## src/rtl/uart_tx_scheduler.sv

```systemverilog
// uart_tx_scheduler: round-robin arbiter that shares one UART transmitter
// between up to four byte sources. Each granted byte is framed as an optional
// channel-ID header (8'hA0 | id) followed by the payload byte. The scheduler
// sequences on the transmitter's Tx_BUSY.
//
// Handshake: a source raises req_valid[i] with its byte on req_data and holds
// both until the handshake. req_ready is one-hot and combinational; the byte of
// source i is taken on the rising edge where req_valid[i] & req_ready[i] is high.
module uart_tx_scheduler #(
  parameter int NREQ          = 4,
  parameter bit HEADER_EN     = 1'b1,
  parameter int START_TIMEOUT = 16
) (
  input  logic              clk,
  input  logic              reset,
  input  logic              en,
  input  logic [2:0]        cfg_baud,
  input  logic [NREQ-1:0]   req_valid,
  input  logic [8*NREQ-1:0] req_data,
  output logic [NREQ-1:0]   req_ready,
  output logic [7:0]        Tx_DATA,
  output logic              Tx_WR,
  output logic              TX_EN,
  output logic [2:0]        baud_select,
  input  logic              Tx_BUSY,
  output logic              busy,
  output logic [1:0]        grant_id,
  output logic              err_timeout,
  input  logic              err_clr,
  output logic [2:0]        dbg_state
);

  localparam int CW = $clog2(START_TIMEOUT + 1);

  typedef enum logic [2:0] {
    S_IDLE       = 3'd0,
    S_WR_HDR     = 3'd1,
    S_WAIT_START = 3'd2,
    S_WAIT_DONE  = 3'd3,
    S_WR_DATA    = 3'd4
  } state_t;

  // phase records which byte of the frame is in flight
  localparam logic PH_HDR  = 1'b0;
  localparam logic PH_DATA = 1'b1;

  state_t        state_q, state_d;
  logic          phase_q, phase_d;
  logic [7:0]    payload_q, payload_d;
  logic [1:0]    gid_q, gid_d;
  logic [1:0]    last_q, last_d;
  logic [7:0]    tx_data_q, tx_data_d;
  logic          tx_wr_q, tx_wr_d;
  logic          tx_en_q;
  logic [2:0]    baud_q, baud_d;
  logic          err_q, err_d;
  logic [CW-1:0] cnt_q, cnt_d;

  logic          win_found;
  logic [1:0]    win_id;
  logic [1:0]    idx;
  logic [7:0]    win_byte;
  logic          hs;
  logic          timeout;

  // Round-robin search starting one past the last granted source
  always_comb begin
    win_found = 1'b0;
    win_id    = last_q;
    idx       = '0;
    for (int off = 1; off <= NREQ; off++) begin
      idx = 2'((int'(last_q) + off) % NREQ);
      if (!win_found && req_valid[idx]) begin
        win_found = 1'b1;
        win_id    = idx;
      end
    end
  end

  // Ready is offered only in IDLE, with the scheduler enabled and the transmitter free
  always_comb begin
    req_ready = '0;
    if (state_q == S_IDLE && en && !Tx_BUSY && win_found) begin
      req_ready = NREQ'(1) << win_id;
    end
  end

  assign hs       = |(req_ready & req_valid);
  assign win_byte = req_data[{win_id, 3'b000} +: 8];

  // Next-state and registered-output logic; Tx_WR is loaded on entry to a WR state
  always_comb begin
    state_d   = state_q;
    phase_d   = phase_q;
    payload_d = payload_q;
    gid_d     = gid_q;
    last_d    = last_q;
    tx_data_d = tx_data_q;
    tx_wr_d   = 1'b0;
    cnt_d     = cnt_q;
    timeout   = 1'b0;
    case (state_q)
      S_IDLE: begin
        if (hs) begin
          payload_d = win_byte;
          gid_d     = win_id;
          last_d    = win_id;
          tx_wr_d   = 1'b1;
          if (HEADER_EN) begin
            state_d   = S_WR_HDR;
            tx_data_d = 8'hA0 | {6'b0, win_id};
          end else begin
            state_d   = S_WR_DATA;
            tx_data_d = win_byte;
          end
        end
      end
      S_WR_HDR: begin
        state_d = S_WAIT_START;
        phase_d = PH_HDR;
        cnt_d   = CW'(1);
      end
      S_WR_DATA: begin
        state_d = S_WAIT_START;
        phase_d = PH_DATA;
        cnt_d   = CW'(1);
      end
      S_WAIT_START: begin
        // cnt_q counts cycles elapsed since the WR cycle
        if (Tx_BUSY) begin
          state_d = S_WAIT_DONE;
        end else if (cnt_q == CW'(START_TIMEOUT - 1)) begin
          timeout = 1'b1;
          state_d = S_IDLE;
        end else begin
          cnt_d = cnt_q + CW'(1);
        end
      end
      S_WAIT_DONE: begin
        // Tx_DATA is held: the transmitter samples it throughout the byte
        if (!Tx_BUSY) begin
          if (phase_q == PH_HDR) begin
            state_d   = S_WR_DATA;
            tx_data_d = payload_q;
            tx_wr_d   = 1'b1;
          end else begin
            state_d = S_IDLE;
          end
        end
      end
      default: state_d = S_IDLE;
    endcase
  end

  // Sticky timeout flag; a new timeout wins over a simultaneous clear
  always_comb begin
    err_d = err_q;
    if (timeout) begin
      err_d = 1'b1;
    end else if (err_clr) begin
      err_d = 1'b0;
    end
  end

  // Baud select tracks cfg_baud only while idle so a frame never changes baud
  always_comb begin
    baud_d = baud_q;
    if (state_q == S_IDLE) begin
      baud_d = cfg_baud;
    end
  end

  // State and output registers
  always_ff @(posedge clk) begin
    if (reset) begin
      state_q   <= S_IDLE;
      phase_q   <= PH_HDR;
      payload_q <= 8'h00;
      gid_q     <= 2'd0;
      last_q    <= 2'(NREQ - 1);
      tx_data_q <= 8'h00;
      tx_wr_q   <= 1'b0;
      tx_en_q   <= 1'b0;
      baud_q    <= 3'b000;
      err_q     <= 1'b0;
      cnt_q     <= '0;
    end else begin
      state_q   <= state_d;
      phase_q   <= phase_d;
      payload_q <= payload_d;
      gid_q     <= gid_d;
      last_q    <= last_d;
      tx_data_q <= tx_data_d;
      tx_wr_q   <= tx_wr_d;
      tx_en_q   <= en;
      baud_q    <= baud_d;
      err_q     <= err_d;
      cnt_q     <= cnt_d;
    end
  end

  assign Tx_DATA     = tx_data_q;
  assign Tx_WR       = tx_wr_q;
  assign TX_EN       = tx_en_q;
  assign baud_select = baud_q;
  assign busy        = (state_q != S_IDLE);
  assign grant_id    = gid_q;
  assign err_timeout = err_q;
  assign dbg_state   = state_q;

endmodule

```

## config.mk

```make
export PLATFORM = sky130hd
export DESIGN_NAME = uart_tx_scheduler
export DESIGN_NICKNAME = d
export VERILOG_FILES = /design/src/rtl/uart_tx_scheduler.sv
export SDC_FILE = /design/constraint.sdc
export NUM_CORES = 1
export LEC_CHECK = 0
export CAP_MARGIN = 25
export CORE_AREA = 2 2 67 69
export CTS_BUF_LIST = sky130_fd_sc_hd__clkbuf_8
export DETAILED_ROUTE_END_ITERATION = 12
export DIE_AREA = 0 0 69 71
export PLACE_DENSITY = 0.83
export SETUP_SLACK_MARGIN = 0.2
export SLEW_MARGIN = 15
export SYNTH_ARGS = -nofsm -noshare
export SYNTH_HDL_FRONTEND = slang
export SYNTH_SLANG_ARGS = --single-unit
```

## constraint.sdc

```tcl
create_clock -name clk -period 2.4 [get_ports clk]
set_input_delay 0.48 -clock clk [delete_from_list [all_inputs] [get_ports clk]]
set_output_delay 0.48 -clock clk [all_outputs]
set_load 0.1 [all_outputs]
```

**Word-level counts from Yosys, hierarchy flattened**

Cells that the tools add are included.
Widths: inputs -> output; s select.

- Flip-flop bits (word level): 35
- Bits of input ports: 44
- Word-level logic and storage cells: 96

- Add/sub/neg operators: 5
- Magnitude comparators: 4
- Equality and inequality tests: 11
- Shift-type cells: 2
- Multiplexer cells: 40
- Bitwise logic cells: 1
- Reductions and logical operators: 22

Operators by type and width:

| operator | count |
|---|---|
| $shiftx 32x6->8 | 1 |
| $mux 8 | 3 |
| $mux 1 | 16 |
| $pmux 8 s2 | 1 |
| $mux 3 | 5 |
| $lt 2x3->1 const B | 4 |
| $pmux 3 s4 | 1 |
| $mux 5 | 2 |
| $ne 2x2->1 const B | 5 |
| $pmux 5 s2 | 1 |
| $bmux 1 s2 | 4 |
| $mux 2 | 4 |
| $reduce_bool 2->1 | 4 |
| $eq 3x2->1 const B | 2 |
| $logic_and 1x1->1 | 6 |
| $reduce_and 3->1 | 2 |
| $add 5x1->5 const B | 1 |
| $eq 5x4->1 const B | 1 |
| $add 2x1->2 const B | 2 |
| $add 2x2->2 const B | 2 |
| $and 4x4->4 | 1 |
| $logic_not 1->1 | 4 |
| $mux 4 | 1 |
| $pmux 1 s2 | 2 |
| other kinds (10) | 10 |

**Longest topological paths before layout**

- Depth in word-level cells: 19
- Gate-level depth with buffers: 8
- Gate-level depth less buffers: 8

**Least setup slack after synthesis**

No wires, ideal clock.

- Path kind: reg-to-output
- Start point: register state_q[0] (netlist: dbg_state[0])
- End point: output port req_ready[1]
- Arrival time: 3.071 ns
- Path slack: -1.151 ns
- Stages on the path, launching flop included: 7
- Path buffers: 2
- Cells stage by stage: dfxtp_1 > buf_6 > or3_4 > nor3_4 > buf_2 > nand2_1 > nor2_1

- Word-level cells in the longest chain between the ends: 5

Ends and longest elaborated chain:

| item | RTL line | source |
|---|---|---|
| from (decl) | 47 | `state_t state_q, state_d;` |
| from (signal assigned) | 188 | `state_q <= state_d;` |
| $logic_not 3->1 | 83 | `if (state_q == S_IDLE && en && !Tx_BUSY && win_found) begin` |
| $logic_and 1x1->1 (3 in series) | 83 |  |
| $mux 4 | 83 |  |
| to (decl) | 20 | `output logic [NREQ-1:0] req_ready,` |

No other way between the ends.

**Worst setup path in the final report**

- Start point: input port req_valid[0]
- End point: output port req_ready[0]

- Word-level cells in the longest chain between the ends: 14
- Elaborated cells between the ends (all ways): 25

Ends and longest elaborated chain:

| item | RTL line | source |
|---|---|---|
| from (decl) | 18 | `input logic [NREQ-1:0] req_valid,` |
| $bmux 1 s2 | 73 | `if (!win_found && req_valid[idx]) begin` |
| $mux 1 (implied by the code) | 73 |  |
| $mux 1 | 73 |  |
| $logic_not 1->1 | 73 |  |
| $logic_and 1x1->1 | 73 |  |
| $mux 1 | 73 |  |
| $logic_not 1->1 | 73 |  |
| $logic_and 1x1->1 | 73 |  |
| $mux 1 | 73 |  |
| $logic_not 1->1 | 73 |  |
| $logic_and 1x1->1 | 73 |  |
| $mux 2 or $mux 1 (tied branches) | 73 |  |
| $shl 1x2->4 or $logic_and 1x1->1 (tied branches) | 84, 83 |  |
| $mux 4 * | 83 |  |

Every way passes the cells marked *; elsewhere a longest branch is shown, timed or not. The select of a mux whose other input is x is not followed.

==> metrics.csv <==
stage;metric;value;unit
finish;filler cell count in the final layout;350;
synthesis;Synthesized Nets;265;
sta;Period minus WS final;2190;ps
synthesis;ys flop type;dfxtp_1;
routing;WL final;5.04;mm
clock_tree;CTS tree;built;
clock_tree;TritonCTS Sinks;35;
sta;endpoints failing setup;0;
worst_setup_path;CP Data Required Time;1920;ps
finish;register area;709;µm²
synthesis;Post-Syn Area;0.00187;mm²
routing;Pre-antenna DRT Iters;5;
clock_tree;hold buffer count at CTS;0;
clock_tree;htree depth;2;
worst_setup_path;startpoint types;input port;
min_path;hold_sp;Tx_DATA[4]$_SDFFE_PP0P_;
min_path;Hold Path Class;register to register;
synthesis;Post-Synthesis Cells;219;
floorplan;initial core utilization;44.4;%
worst_setup_path;CP endpoint kind;output port;
routing;drt initial violations;127;
clock_tree;CTS clk-pin slew, worst paths;70;ps
pwr;cell area power density;598;mW/mm²
sta;final period utilization;91.2;%
worst_setup_path;worst-path cell chain;buf_2 -> o41ai_4 -> or3_4 -> nor3_4 -> and3_4 -> buf_12;
finish;post-layout util;68.8;%
finish;commonest non-fill, non-tap cell in the layout;buf_4;
status;run status;finished, final reports clean;
finish;share of cells above drive strength 1;28.8;%
synthesis;sequential area share after synthesis;37.6;%
floorplan;die height;71;µm
placed_design;Placer Congestion;0.826;
global_routing;GRT Overall Usage;21.8;%
finish;Layout Nets;351;
synthesis;number of flops mapped to enable cells by yosys;0;
finish;area grow syn2layout;55.0;%
pwr;Pleak;0.00123;µW
clock_tree;worst-skew pair later-pin latency;290;ps
worst_setup_path;WP data arrival;1710;ps
worst_setup_path;crit path max fanout;5;
clock_tree;Inserted Clock Buffers;5;
pwr;overall power;1730;µW
worst_setup_path;Largest stage delay, worst path;350;ps
sta;worst hold slack;463;ps
sta;Max-Slew Margin vs Limit;77.2;%
global_routing;GRT Max-Usage Layer;met2;
sta;final hold violation count;0;
synthesis;total number of yosys warnings;0;
sta;maximum clock frequency;457;MHz
placed_design;Port Buffers;67;
synthesis;Seq cells post-synth;35;
job;Max Cap Viol;0;
clock_tree;clock buffer depth;2;
sta;Worst Setup Slack, final;212;ps
finish;Multi-input gate area;0.00114;mm²
floorplan;Std-Cell Rows;24;
pwr;peak supply drop;0.000376;V
placed_design;placed cells;344;
global_routing;met1 usage;25.3;%
worst_setup_path;worst path bufs/invs;2;
synthesis;ys async rst share;0;%
sta;worst slew pin tran;338;ps
worst_setup_path;Crit Path Class;input port to output port;
global_routing;met2 Resource Use GR;38.1;%
routing;routed vias;1905;
sta;Pins Over Slew Limit;0;
worst_setup_path;Slowest cell on crit path;or3_4;
sta;RSZ-0062 raised after global routing;yes;
placed_design;dpl ws;-312;ps
finish;number of diodes;0;
routing;DRC;0;
global_routing;pin count of the biggest net entering global routing;36;
clock_tree;Root Buffer Master;clkbuf_8;
finish;Post-Layout Cell Count;358;
synthesis;distinct cell type count after synthesis;46;
floorplan;Core ar.;0.00420;mm²
routing;Wirelength per Cell;14.1;µm
worst_setup_path;crit-path leading delay family;simple AND/OR/NAND/NOR gates;
global_routing;number of global-route vias before repair;1841;
worst_setup_path;first element of the critical path;req_valid[0];
sta;Setup Skew;4.50;ps
routing;vias per cell;5.32;
global_routing;first-pass GRT wire length;8.43;mm
global_routing;initial antenna violation count;0;
global_routing;met3 Use GR;6.70;%
worst_setup_path;FF-to-FF Start;dbg_state[0]$_SDFFE_PP0P_;
floorplan;Die Width;69;µm
finish;commonest non-fill, non-tap cells in the layout;buf_4 (49), clkdlybuf4s50_1 (37), nor2_1 (31);
placed_design;post-detail-place hpwl;3.68;mm
routing;post-route antenna net violation count;0;
floorplan;die area;0.00490;mm²
synthesis;Post-Syn Area per Cell;8.52;µm²
global_routing;remaining global-route overflow;0;
floorplan;Ports;68;
-- synth_stat cells, drive strengths merged (3+ instances only) --
master / count / share of area, %
dfxtp: 35 / 38
nor2: 32 / 6.4
a21boi: 16 / 6.4
a21oi: 13 / 3.5
nand2: 12 / 2.4
a211oi: 11 / 4.4
mux2i: 11 / 5.9
nor3: 10 / 3.6
a221oi: 8 / 3.8
buf: 8 / 3.1
clkbuf: 8 / 1.8
nor2b: 7 / 2.3
o21ai: 6 / 1.6
nand3: 5 / 1.3
inv: 4 / 0.80
and2: 3 / 1.0
o21bai: 3 / 1.2
-- final timing paths --
check,end,slack [ps],cells after the start
setup / recovery,req_ready[0],210,6
hold / removal,Tx_DATA[4]$_SDFFE_PP0P_,460,2
setup reg to reg,payload_q[0]$_SDFFE_PP0P_,360,6
hold reg to reg,Tx_DATA[4]$_SDFFE_PP0P_,460,2
-- flip-flops by register name (all words and copies together) (netlist names) --
| name | count |
|---|---|
| TX_EN | 1 |
| Tx_DATA | 8 |
| Tx_WR | 1 |
| baud_select | 3 |
| cnt_q | 5 |
| dbg_state | 3 |
| err_timeout | 1 |
| grant_id | 2 |
| last_q | 2 |
| payload_q | 8 |
| phase_q | 1 |
-- report_power, final --
| part | leakage, µW | internal [µW] | switching (µW) | total [µW] |
|---|---|---|---|---|
| sequential | 0.000287 | 615 | 28.5 | 643 |
| clock | 0.0000581 | 309 | 222 | 531 |
| combinational | 0.000886 | 226 | 329 | 555 |
| total | 0.00123 | 1150 | 579 | 1730 |
-- worst register-to-register path, delay by kind of cell (launching register included) --
| family | cells | cell delay [ps] |
|---|---|---|
| flip-flops | 1 | 340 |
| AO/OA/AOI/OAI | 2 | 450 |
| AND/OR/NAND/NOR | 2 | 870 |
| buffers and inverters | 2 | 260 |
-- routing by layer --
metal | vias up | part of all wire [%]
met5 | - | 0
met4 | 0 | 2.0
met3 | 8 | 5.5
met2 | 58 | 50
met1 | 874 | 43
li1 | 965 | -
-- logic make-up after synthesis --
group / synth area share [%]
adders and majority gates: 1.34
xor gates and xnor gates: 1.41
and+or+nand+nor: 22.5
AOI/OAI and AO/OA: 25.6
DFF: 37.6
buffers and inverters: 5.70
muxes: 5.90
-- stage by stage --
stage / area [µm²] / TNS [ps]
5_1_grt: 2890 / 0
3_3_place_gp: 2690 / -2300
2_1_floorplan: 1900 / -74.2
3_5_place_dp: 2690 / -2730
4_1_cts: 2850 / 0
6_report: 2890 / 0
-- timing repair --
| action | in CTS | in global routing |
|---|---|---|
| buffers inserted | 3 | 3 |
| endpoints found under the setup margin | 12 | 4 |
| pin swaps | 7 | 4 |
| gates resized for setup | 37 | 6 |
| gates cloned | 0 | 0 |
-- cell type report --
cell class	instances	share of cell area, %
Clock inverter	3	1.51
Tap cell	52	2.25
Timing Repair Buffer	95	29.4
Clock buffer	5	2.38
Inverter	4	0.519
Multi-Input combinational cell	164	39.4
Sequential cell	35	24.5
No activity file was read; power rests on OpenSTA's default activity.
